## src/rtl/multicycle_control_if.sv

```systemverilog
// multicycle_control_if: bundles the opcode/handshake inputs and the control
// outputs that run between the multicycle controller and the shared datapath.
// When ILLEGAL_TRAP_EN is defined, the bundle also carries illegal_op.
interface multicycle_control_if;
  logic [5:0] op;
  logic       mem_ready;
  logic       pcwrite;
  logic       pcwritecond;
  logic       iord;
  logic       memread;
  logic       memwrite;
  logic       memtoreg;
  logic       irwrite;
  logic       regdst;
  logic       regwrite;
  logic       alusrca;
  logic [1:0] alusrcb;
  logic [1:0] aluop;
  logic [1:0] pcsource;
  logic [3:0] state;
`ifdef ILLEGAL_TRAP_EN
  logic       illegal_op;
`endif

  // Controller side: consumes the opcode and the memory handshake, drives the controls.
  modport master (
`ifdef ILLEGAL_TRAP_EN
    output illegal_op,
`endif
    input  op, mem_ready,
    output pcwrite, pcwritecond, iord, memread, memwrite, memtoreg,
    output irwrite, regdst, regwrite, alusrca, alusrcb, aluop, pcsource, state
  );

  // Datapath side: supplies the opcode and the memory handshake, obeys the controls.
  modport slave (
`ifdef ILLEGAL_TRAP_EN
    input  illegal_op,
`endif
    output op, mem_ready,
    input  pcwrite, pcwritecond, iord, memread, memwrite, memtoreg,
    input  irwrite, regdst, regwrite, alusrca, alusrcb, aluop, pcsource, state
  );
endinterface

```

## src/rtl/multicycle_control.sv

```systemverilog
// multicycle_control: Moore FSM that sequences the shared multicycle datapath
// (one ALU, one memory port). It decodes the IR opcode, drives ALUOp into
// alucont along with the mux selects and write enables, and waits on mem_ready
// in the memory states.
// Optional feature macro: ILLEGAL_TRAP_EN. When it is defined, an unknown opcode
// parks the FSM in TRAP with illegal_op=1 until reset. When it is undefined, an
// unknown opcode acts as a NOP and the FSM returns to FETCH.
module multicycle_control #(
  parameter logic [5:0] OP_RTYPE = 6'h00,
  parameter logic [5:0] OP_LW    = 6'h23,
  parameter logic [5:0] OP_SW    = 6'h2B,
  parameter logic [5:0] OP_BEQ   = 6'h04,
  parameter logic [5:0] OP_J     = 6'h02
) (
  input logic                  clk,
  input logic                  reset,
  multicycle_control_if.master bus
);

  typedef enum logic [3:0] {
    S_IDLE   = 4'd0,
    S_FETCH  = 4'd1,
    S_DECODE = 4'd2,
    S_MEMADR = 4'd3,
    S_MEMRD  = 4'd4,
    S_MEMWB  = 4'd5,
    S_MEMWR  = 4'd6,
    S_RTEX   = 4'd7,
    S_RTWB   = 4'd8,
    S_BEQ    = 4'd9,
    S_JUMP   = 4'd10,
    S_TRAP   = 4'd11
  } state_t;

  // Registered control word. 'fetch' marks the FETCH state. The IR load and the
  // PC increment are gated by mem_ready outside the register, so they take
  // effect only on the cycle in which the instruction word actually arrives.
  typedef struct packed {
    logic       fetch;
    logic       pcwrite_u;
    logic       pcwritecond;
    logic       iord;
    logic       memread;
    logic       memwrite;
    logic       memtoreg;
    logic       regdst;
    logic       regwrite;
    logic       alusrca;
    logic [1:0] alusrcb;
    logic [1:0] aluop;
    logic [1:0] pcsource;
  } ctrl_t;

  localparam ctrl_t CTRL_NONE = 16'd0;

  // Moore output table. Anything not set here stays 0. IDLE, TRAP and the
  // unused encodings all produce the all-zero word.
  function automatic ctrl_t f_decode(input state_t st);
    ctrl_t c;
    c = CTRL_NONE;
    case (st)
      S_FETCH: begin
        c.fetch   = 1'b1;
        c.memread = 1'b1;
        c.alusrcb = 2'b01;
      end
      S_DECODE: begin
        c.alusrcb = 2'b11;
      end
      S_MEMADR: begin
        c.alusrca = 1'b1;
        c.alusrcb = 2'b10;
      end
      S_MEMRD: begin
        c.memread = 1'b1;
        c.iord    = 1'b1;
      end
      S_MEMWB: begin
        c.regwrite = 1'b1;
        c.memtoreg = 1'b1;
        c.regdst   = 1'b0;
      end
      S_MEMWR: begin
        c.memwrite = 1'b1;
        c.iord     = 1'b1;
      end
      S_RTEX: begin
        c.alusrca = 1'b1;
        c.aluop   = 2'b10;
      end
      S_RTWB: begin
        c.regwrite = 1'b1;
        c.regdst   = 1'b1;
      end
      S_BEQ: begin
        c.alusrca     = 1'b1;
        c.aluop       = 2'b01;
        c.pcwritecond = 1'b1;
        c.pcsource    = 2'b01;
      end
      S_JUMP: begin
        c.pcwrite_u = 1'b1;
        c.pcsource  = 2'b10;
      end
      default: begin
        c = CTRL_NONE;
      end
    endcase
    return c;
  endfunction

  state_t r_state;
  state_t w_next_state;
  ctrl_t  r_ctrl;
  logic   w_fetch_done;
`ifdef ILLEGAL_TRAP_EN
  logic   r_illegal_op;
`endif

  // Next-state logic: the opcode steers DECODE and MEMADR, and mem_ready holds the memory states.
  always_comb begin
    w_next_state = S_FETCH;
    case (r_state)
      S_IDLE: begin
        w_next_state = S_FETCH;
      end
      S_FETCH: begin
        if (bus.mem_ready) begin
          w_next_state = S_DECODE;
        end else begin
          w_next_state = S_FETCH;
        end
      end
      S_DECODE: begin
        if ((bus.op == OP_LW) || (bus.op == OP_SW)) begin
          w_next_state = S_MEMADR;
        end else if (bus.op == OP_RTYPE) begin
          w_next_state = S_RTEX;
        end else if (bus.op == OP_BEQ) begin
          w_next_state = S_BEQ;
        end else if (bus.op == OP_J) begin
          w_next_state = S_JUMP;
        end else begin
`ifdef ILLEGAL_TRAP_EN
          w_next_state = S_TRAP;
`else
          w_next_state = S_FETCH;
`endif
        end
      end
      S_MEMADR: begin
        if (bus.op == OP_LW) begin
          w_next_state = S_MEMRD;
        end else begin
          w_next_state = S_MEMWR;
        end
      end
      S_MEMRD: begin
        if (bus.mem_ready) begin
          w_next_state = S_MEMWB;
        end else begin
          w_next_state = S_MEMRD;
        end
      end
      S_MEMWB: begin
        w_next_state = S_FETCH;
      end
      S_MEMWR: begin
        if (bus.mem_ready) begin
          w_next_state = S_FETCH;
        end else begin
          w_next_state = S_MEMWR;
        end
      end
      S_RTEX: begin
        w_next_state = S_RTWB;
      end
      S_RTWB: begin
        w_next_state = S_FETCH;
      end
      S_BEQ: begin
        w_next_state = S_FETCH;
      end
      S_JUMP: begin
        w_next_state = S_FETCH;
      end
      S_TRAP: begin
`ifdef ILLEGAL_TRAP_EN
        w_next_state = S_TRAP;
`else
        w_next_state = S_FETCH;
`endif
      end
      default: begin
        w_next_state = S_FETCH;
      end
    endcase
  end

  // State register plus registered Moore outputs. The outputs are decoded from
  // the next state, so they line up with the state they belong to.
  always_ff @(posedge clk or posedge reset) begin
    if (reset) begin
      r_state      <= S_IDLE;
      r_ctrl       <= CTRL_NONE;
`ifdef ILLEGAL_TRAP_EN
      r_illegal_op <= 1'b0;
`endif
    end else begin
      r_state      <= w_next_state;
      r_ctrl       <= f_decode(w_next_state);
`ifdef ILLEGAL_TRAP_EN
      r_illegal_op <= (w_next_state == S_TRAP);
`endif
    end
  end

  // In FETCH, the IR load and the PC+4 write happen only once memory delivers the word.
  assign w_fetch_done    = r_ctrl.fetch & bus.mem_ready;

  assign bus.pcwrite     = r_ctrl.pcwrite_u | w_fetch_done;
  assign bus.irwrite     = w_fetch_done;
  assign bus.pcwritecond = r_ctrl.pcwritecond;
  assign bus.iord        = r_ctrl.iord;
  assign bus.memread     = r_ctrl.memread;
  assign bus.memwrite    = r_ctrl.memwrite;
  assign bus.memtoreg    = r_ctrl.memtoreg;
  assign bus.regdst      = r_ctrl.regdst;
  assign bus.regwrite    = r_ctrl.regwrite;
  assign bus.alusrca     = r_ctrl.alusrca;
  assign bus.alusrcb     = r_ctrl.alusrcb;
  assign bus.aluop       = r_ctrl.aluop;
  assign bus.pcsource    = r_ctrl.pcsource;
  assign bus.state       = r_state;
`ifdef ILLEGAL_TRAP_EN
  assign bus.illegal_op  = r_illegal_op;
`endif

endmodule

```

## src/flat_wrapper.sv

```systemverilog
// flat-port wrapper written by rule: the top's interface ports become plain ports
module multicycle_control_flat 
#(
  parameter logic [5:0] OP_RTYPE = 6'h00,
  parameter logic [5:0] OP_LW    = 6'h23,
  parameter logic [5:0] OP_SW    = 6'h2B,
  parameter logic [5:0] OP_BEQ   = 6'h04,
  parameter logic [5:0] OP_J     = 6'h02
)
  (clk, reset, bus_op, bus_mem_ready, bus_pcwrite, bus_pcwritecond, bus_iord, bus_memread, bus_memwrite, bus_memtoreg, bus_irwrite, bus_regdst, bus_regwrite, bus_alusrca, bus_alusrcb, bus_aluop, bus_pcsource, bus_state);
  multicycle_control_if bus_i ();
  input logic clk;
  input logic reset;
  input wire logic [$bits(bus_i.op)-1:0] bus_op;
  input wire logic [$bits(bus_i.mem_ready)-1:0] bus_mem_ready;
  output wire logic [$bits(bus_i.pcwrite)-1:0] bus_pcwrite;
  output wire logic [$bits(bus_i.pcwritecond)-1:0] bus_pcwritecond;
  output wire logic [$bits(bus_i.iord)-1:0] bus_iord;
  output wire logic [$bits(bus_i.memread)-1:0] bus_memread;
  output wire logic [$bits(bus_i.memwrite)-1:0] bus_memwrite;
  output wire logic [$bits(bus_i.memtoreg)-1:0] bus_memtoreg;
  output wire logic [$bits(bus_i.irwrite)-1:0] bus_irwrite;
  output wire logic [$bits(bus_i.regdst)-1:0] bus_regdst;
  output wire logic [$bits(bus_i.regwrite)-1:0] bus_regwrite;
  output wire logic [$bits(bus_i.alusrca)-1:0] bus_alusrca;
  output wire logic [$bits(bus_i.alusrcb)-1:0] bus_alusrcb;
  output wire logic [$bits(bus_i.aluop)-1:0] bus_aluop;
  output wire logic [$bits(bus_i.pcsource)-1:0] bus_pcsource;
  output wire logic [$bits(bus_i.state)-1:0] bus_state;
  assign bus_i.op = bus_op;
  assign bus_i.mem_ready = bus_mem_ready;
  assign bus_pcwrite = bus_i.pcwrite;
  assign bus_pcwritecond = bus_i.pcwritecond;
  assign bus_iord = bus_i.iord;
  assign bus_memread = bus_i.memread;
  assign bus_memwrite = bus_i.memwrite;
  assign bus_memtoreg = bus_i.memtoreg;
  assign bus_irwrite = bus_i.irwrite;
  assign bus_regdst = bus_i.regdst;
  assign bus_regwrite = bus_i.regwrite;
  assign bus_alusrca = bus_i.alusrca;
  assign bus_alusrcb = bus_i.alusrcb;
  assign bus_aluop = bus_i.aluop;
  assign bus_pcsource = bus_i.pcsource;
  assign bus_state = bus_i.state;
  multicycle_control #(.OP_RTYPE(OP_RTYPE), .OP_LW(OP_LW), .OP_SW(OP_SW), .OP_BEQ(OP_BEQ), .OP_J(OP_J)) u_core (.clk(clk), .reset(reset), .bus(bus_i));
endmodule
```

## config.mk

```make
export PLATFORM = sky130hd
export DESIGN_NAME = multicycle_control_flat
export DESIGN_NICKNAME = d
export VERILOG_FILES = /design/src/rtl/multicycle_control_if.sv /design/src/rtl/multicycle_control.sv /design/src/flat_wrapper.sv
export SDC_FILE = /design/constraint.sdc
export NUM_CORES = 1
export LEC_CHECK = 0
export CAP_MARGIN = 10
export CORE_MARGIN = 2
export CORE_UTILIZATION = 39
export DETAILED_ROUTE_END_ITERATION = 7
export PLACE_DENSITY_LB_ADDON = 0.15
export RECOVER_POWER = 25
export SLEW_MARGIN = 20
export SYNTH_ARGS = -nofsm -noshare
export SYNTH_HDL_FRONTEND = slang
export SYNTH_SLANG_ARGS = --single-unit
```

## constraint.sdc

```tcl
create_clock -name clk -period 2 [get_ports clk]
set_clock_uncertainty 0.2 [all_clocks]
set_input_delay 0.4 -clock clk [delete_from_list [all_inputs] [get_ports clk]]
set_output_delay 0.4 -clock clk [all_outputs]
set_load 0.01 [all_outputs]
```

==> results of run 1 <==
-- cell usage in the layout (no fill, tap or decap), types with 3 or more instances in the layout --
cell type	n
buf_4	21
dfrtp_2	3
clkbuf_4	3
inv_1	4
dfrtp_1	14
nand2_1	4
a21oi_1	3
nor3_1	3
nor2_1	4
clkdlybuf4s50_1	17
buf_2	3
-- final cells by class --
type | instances | area [sq um]
clock buffers | 4 | 26.28
flip-flops and latches | 17 | 429.2
inverters | 4 | 15.01
fillers | 168 | 653.1
multi-input cells | 51 | 416.7
repair buffers | 51 | 427.9
well taps | 27 | 33.78
-- flip-flops by register name, summed over array words and instances, names as in the netlist --
name,cells
u_core.bus.iord,1
u_core.bus.memread,1
u_core.bus.memtoreg,1
u_core.bus.alusrcb,2
u_core.bus.aluop,2
u_core.r_ctrl,1
u_core.bus.regdst,1
u_core.bus.alusrca,1
u_core.bus.state,4
u_core.bus.memwrite,1
u_core.bus.regwrite,1
u_core.bus.pcsource,1
-- power by group through the flow --
stage	Sequential, W	Clock, W	Combinational, W
CTS	0.000526	0.000188	0.00107
floorplan	0.000550	0	0.000497
finish	0.000533	0.000180	0.00112
global placement	0.000529	0	0.000976
global route	0.000550	0.000206	0.00120
detailed placement	0.000532	0	0.00100
-- cell families after synthesis --
family | after synthesis
simple gates | 34
flops | 17
compound gates | 16
buf+inv | 12
mux | 1
-- repair_timing --
| item | CTS | global route |
|---|---|---|
| setup endpoints to repair | 14 | 13 |
| gates cloned | 0 | 0 |
| buffers inserted | 2 | 0 |
| pin swaps | 4 | 5 |
| resized for setup | 28 | 13 |
-- per-layer routing --
metal / wire length, microns / GRT usage, % / part of all wire [%] / up-vias
met3: 114 / 6.250 / 5.3 / 2
li1: - / - / - / 372
met4: 15 / 4.054 / 0.70 / 0
met5: 0 / 0 / 0 / -
met2: 1044 / 30.92 / 49 / 28
met1: 968 / 25.90 / 45 / 360
-- worst max-delay path: cells and delay by family --
family / cells / cell delay, ns
buffers and inverters: 1 / 0.12
AND/OR/NAND/NOR: 3 / 0.99
AO/OA/AOI/OAI: 2 / 0.48
-- stage by stage --
stage          util (%)  power, W
2_1_floorplan         -  0.001047
3_3_place_gp      63.38  0.001505
3_5_place_dp      63.38  0.001531
4_1_cts           66.19  0.001786
5_1_grt           67.38  0.001951
6_report          67.38  0.001831
-- worst paths after layout --
kind | slack (ns) | start | cells past startpoint | to
setup / recovery | -0.004 | bus_op[2] | 6 | u_core.bus.memread
min in group asynchronous | 0.60 | reset | 3 | u_core.bus.pcsource[1]
hold / removal | 0.22 | bus_op[2] | 4 | u_core.bus.aluop[1]
max in group asynchronous | 0.37 | reset | 3 | u_core.bus.state[0]
setup reg to reg | 0.02 | u_core.bus.state[1] | 5 | u_core.bus.memread
hold reg to reg | 0.44 | u_core.bus.state[3] | 2 | u_core.bus.aluop[1]
==> metrics.md, run 1 <==
| Metric | Value |
|---|---|
| RSZ-0062 raised after global routing | yes |
| Yosys warning total | 0 |
| Syn avg cell area | 10.59 sq um |
| Net Sw Frac | 35.98% |
| Post-Layout Inst Area | 0.001349 sq mm |
| Hold_buf cts | 0 |
| Max-Cap Viols | 0 |
| Crit start category | input port |
| LEAKAGE | 0.6352 nW |
| Max clock buf depth | 2 |
| CTS Sinks | 17 |
| Worst setup margin | -0.003833 ns |
| Setup violators final | 1 |
| Worst path max stage delay | 0.52 ns |
| XOR/XNOR Fraction of Synth Area | 0% |
| Placed cells | 148 |
| Synth Area in Compound Gates | 14.33% |
| Post-synthesis net count | 89 |
| Fin cells | 154 |
| Setup TNS | -0.003833 ns |
| Initial drt markers | 29 |
| Commonest cells in the netlist | dfrtp_1 (17), buf_4 (6), nand2_1 (5), nor2_1 (5) |
| Antenna diode count | 0 |
| Comb pwr share | 61.1% |
| Failing checks | setup timing |
| Via/cell ratio | 4.948 |
| Share of synthesized area spent on multiplexers | 1.182% |
| Drt pass-1 iters | 4 |
| Seq pwr share | 29.1% |
| Number of port buffers | 28 |
| Setup CP Type | input port to flop |
| Post-DP Area | 0.001269 sq mm |
| Post-synth cell types | 36 |
| Hold_ws | 0.2221 ns |
| Layout cell share with drive strength beyond 1 | 41.73% |
| Synthesis-to-layout area growth | 59.23% |
| Ranking of synthesized cells by area | dfrtp_1 (50%), buf_4 (5.3%), or4bb_1 (2.7%) |
| Largest area contributor in the netlist | dfrtp_1 |
| Place WS | -0.7163 ns |
| Routed Antenna Nets | 0 |
| Post-DP HPWL | 1568 microns |
| Top_reg_cell synth | dfrtp_1 |
| CP arrival | 1.98 ns |
| Total congestion overflow | 0 |
| Syn Std Cell Area | 847.1 sq um |
| Peak VDD IR | 878.1 uV |
| Routed WL | 2143 microns |
| Vias | 762 |
| CP Cell Sequence | buf_2 > or3b_4 > or4b_4 > a31o_4 > nand2_4 > a2bb2o_4 |
| Final Hold Viols | 0 |
| Synthesized flop and latch total | 17 |
| Largest family of logic cells by synthesized area | simple AND/OR/NAND/NOR gates |
| Max Slew Vio Count | 0 |
| GRT Resource Usage Total | 19.43% |
| Number of nets in the final layout | 137 |
| Die W | 50.61 microns |
| Fin crit period | 2.004 ns |
| Io pins | 29 |
| Gp weighted congestion | 0.8634 |
| Number of synthesized flops with an enable pin | 0 |
| Pwr Density | 1358 mW/mm^2 |
| Clock network power share | 9.8% |
| Most frequent cell after synthesis | dfrtp_1 |
| First-pass GRT wire length | 3581 microns |
| H-tree levels | 1 |
| Drt drc | 0 |
| Outcome | complete, but fails checks |
| Async SR Flop Fraction | 100.0% |
| Sequential fraction of the synthesis area | 50.22% |
| CTS tree | yes |
| Tcrit/Tclk final | 100.2% |
| FMAX | 499.0 MHz |
| Worst slew pin tran | 0.9102 ns |
| Post-Synthesis Cells | 80 |
| Hold Crit Class | input port to flop |
| Reg clk slew, reported paths | 0.09 ns |
| Starting Density | 42.31% |
| Root Buffer | clkbuf_4 |
| Largest net degree at the start of global routing | 18 |
| Vias in the first global route | 737 |
| Row count | 16 |
| Max FO, Critical Path | 4 |
| Initial antenna violation count | 0 |
| Simple-Gate Fraction of Synth Area | 25.26% |
| Die Ht | 50.61 microns |
| Die area | 0.002561 sq mm |
| Int Power | 0.001172 W |
| Relative slew slack | 39.32% |
| Fraction of the mapped netlist area in adder cells | 0% |
| Top cell type's share of synthesized area | 50.22% |
| Worst path required time | 1.98 ns |
| Worst setup EP type | flop |
| Wirelength per Cell | 13.92 microns |
| Cts bufs inserted | 3 |
| Core footprint | 0.002002 sq mm |
| Slowest CP cell | or4b_4 |
| Clock Latency Late Sink | 0.29 ns |
| Psw | 0.0006590 W |
Note: power is estimated with default switching activity, not from simulation.
==> run 2: changes to the inputs <==
--- a/config.mk
+++ b/config.mk
@@ -5,6 +5,7 @@
 export SDC_FILE = /design/constraint.sdc
 export NUM_CORES = 1
 export LEC_CHECK = 0
+export ABC_CLOCK_PERIOD_IN_PS = 2000
 export CAP_MARGIN = 10
 export CORE_MARGIN = 2
 export CORE_UTILIZATION = 39
==> results of run 2 <==
The final DEF is identical to that of run 1; final timing and power are the same.
==> run 3: changes to the inputs <==
--- a/config.mk
+++ b/config.mk
@@ -5,12 +5,11 @@
 export SDC_FILE = /design/constraint.sdc
 export NUM_CORES = 1
 export LEC_CHECK = 0
-export ABC_CLOCK_PERIOD_IN_PS = 2000
 export CAP_MARGIN = 10
 export CORE_MARGIN = 2
 export CORE_UTILIZATION = 39
 export DETAILED_ROUTE_END_ITERATION = 7
-export PLACE_DENSITY_LB_ADDON = 0.15
+export PLACE_DENSITY = 0.76
 export RECOVER_POWER = 25
 export SLEW_MARGIN = 20
 export SYNTH_ARGS = -nofsm -noshare
==> run 3 against run 2 <==
The flow now finishes without violations. Critical path depth unchanged. Clock power increased by 3%. Clock-buffer cell count decreased by 1. Power decreased by 4.6%. Largest cell class is now buffers. Critical endpoint unchanged. Non-clock buffer count increased by 2. Combinational power decreased by 7%. Highest routed layer unchanged. Sequential power decreased by 2%. Setup slack improved by 0.021 ns. First-iteration DRC count decreased by 45%.
==> metrics.md, run 3 (synthesized netlist as in run 1, its figures left out) <==
| Metric | Value |
|---|---|
| Crit start category | input port |
| Max Slew Vio Count | 0 (unchanged) |
| Worst r2r dst | u_core.bus.memread |
| LEAKAGE | 0.6392 nW (+0.63%) |
| Fin crit period | 1.983 ns (-0.02110 ns) |
| Hold Path End | u_core.bus.aluop[1] |
| Max FFs per register | 4 (unchanged) |
| Total congestion overflow | 0 (unchanged) |
| Layout cell share with drive strength beyond 1 | 39.53% (-2.2 points) |
| Tcrit/Tclk final | 99.14% (-1.1 points) |
| Initial drt markers | 16 (-45%) |
| Max FO, Critical Path | 6 (+2) |
| GRT Resource Usage Total | 17.85% (-1.6 points) |
| HP Start | bus_op[1] |
| Worst setup EP type | flop |
| CTS Sinks | 17 (unchanged) |
| Row count | 16 (unchanged) |
| Reg clk slew, reported paths | 0.10 ns (about the same) |
| Routed WL | 2080 microns (-2.9%) |
| Commonest non-fill, non-tap cells in the layout | buf_4 (24), clkdlybuf4s50_1 (16), dfrtp_1 (15) |
| Relative slew slack | 43.48% (+4.2 points) |
| First-pass GRT wire length | 3408 microns (-4.8%) |
| Hold Crit Class | input port to flop |
| Clock Latency Late Sink | 0.29 ns (about the same) |
| Outcome | complete, no violations |
| Largest net degree at the start of global routing | 18 (unchanged) |
| Wirelength per Cell | 13.33 microns (-4.2%) |
| Worst slew pin tran | 0.8479 ns (-0.06233 ns) |
| Starting Density | 42.31% (unchanged) |
| Initial antenna violation count | 0 (unchanged) |
| Most common cell after layout, fill and taps aside | buf_4 |
| Fin cells | 156 (+1.3%) |
| Post-DP HPWL | 1537 microns (-1.9%) |
| Die area | 0.002561 sq mm (unchanged) |
| Gp weighted congestion | 0.8128 (-5.9%) |
| Setup violators final | 0 (-1) |
| Reg2reg setup slack | 0.07 ns (+0.05 ns) |
| Hold_ws | 0.2954 ns (+0.07325 ns) |
| Core footprint | 0.002002 sq mm (unchanged) |
| Final Hold Viols | 0 (unchanged) |
| Cts bufs inserted | 3 (unchanged) |
| Drt pass-1 iters | 4 (unchanged) |
| Max clock buf depth | 2 (unchanged) |
| CTS tree | yes |
| Root Buffer | clkbuf_4 |
| Setup CP Type | input port to flop |
| CP arrival | 1.98 ns (about the same) |
| Pwr Density | 1325 mW/mm^2 (-2.4%) |
| Number of port buffers | 28 (unchanged) |
| Synthesis-to-layout area growth | 55.69% |
| Tot Pwr | 0.001748 W (-4.6%) |
| Die Ht | 50.61 microns (unchanged) |
| FF-to-FF path depth | 5 (unchanged) |
| Peak VDD IR | 790.9 uV (-9.9%) |
| Vias | 810 (+6.3%) |
| Critical R2R Launch | u_core.bus.state[2] |
| Io pins | 29 (unchanged) |
| RSZ-0062 raised after global routing | no |
| Die W | 50.61 microns (unchanged) |
| Via/cell ratio | 5.192 (+4.9%) |
| Worst path required time | 2.00 ns (+0.02 ns) |
| Number of nets in the final layout | 139 (+1.5%) |
| H-tree levels | 1 (unchanged) |
| FMAX | 504.4 MHz (+1.1%) |
| Routed Antenna Nets | 0 (unchanged) |
| Placed cells | 150 (+1.4%) |
| Final design utilization | 65.88% (-1.5 points) |
| Drt drc | 0 (unchanged) |
| Vias in the first global route | 743 (+0.81%) |
| Setup TNS | 0 ns (+0.003833 ns) |
| Max-Cap Viols | 0 (unchanged) |
| Antenna diode count | 0 (unchanged) |
| Hold Path Depth | 5 (+1) |
## run 3: cell count changes in the layout (fill, tap and decap cells not counted), sizes merged
cell           previous run  this run
clkbuf                    7         4
buf                      25        30
clkinv                    0         1
clkdlybuf4s50            17        16
dlygate4sd2               2         3
clkdlybuf4s15             2         1
## run 3: cell type report
type | count | area (sq um)
fill | 165 | 683.2
timing repair buffer | 53 | 432.9
sequential | 17 | 427.9
multi-input combinational | 51 | 381.6
tap | 27 | 33.78
clock buffer | 3 | 22.52
inverter | 4 | 15.01
clock inverter | 1 | 5.005
## run 3: what timing repair did
action,4_1_cts,5_1_grt
hold buffers,0,0
buffers inserted,2,0
gates resized for setup,32,6
cloned,0,0
pin swaps,4,2
setup endpoints to repair,15,8
## run 3: worst max path at each step
stage               cells past startpoint                    end  slack [ns]           startpoint
floorplan                               5     u_core.bus.memread       -0.16            bus_op[2]
global placement                        6     u_core.bus.memread       -0.63            bus_op[1]
detailed placement                      6     u_core.bus.memread       -0.64            bus_op[1]
CTS                                     6     u_core.bus.memread        0.02            bus_op[5]
global route                            6  u_core.bus.alusrcb[0]       0.002  u_core.bus.state[2]
finish                                  6     u_core.bus.memread        0.02            bus_op[5]
## run 3: layer usage
layer | up-vias | part of all wire (%) | wire length (microns) | track usage, %
met5 | - | 0 | 0 | 0
met4 | 0 | 3.0 | 62 | 9.009
met3 | 8 | 5.5 | 114 | 3.869
met2 | 35 | 48 | 1002 | 28.95
met1 | 390 | 43 | 901 | 22.31
li1 | 377 | - | - | -
## run 3: per-stage QoR
step / cell area, sq um / worst slack, ns
finish: 1319 / 0.01727
global route: 1319 / 0.001689
CTS: 1308 / 0.01920
detailed placement: 1284 / -0.6430
global placement: 1284 / -0.6279
floorplan: 858.3 / -0.1580
## run 3: where the power goes
group	internal, W	switching [W]	total, W
Clock	0.0000746	0.000112	0.000186
Combinational	0.000601	0.000438	0.00104
Sequential	0.000458	0.0000637	0.000521
## run 3: worst max-delay path: stages
cell      delay, ns
buf_2          0.10
or3_4          0.38
or4b_4         0.52
a31o_4         0.29
nand2_4        0.08
a2bb2o_4       0.20
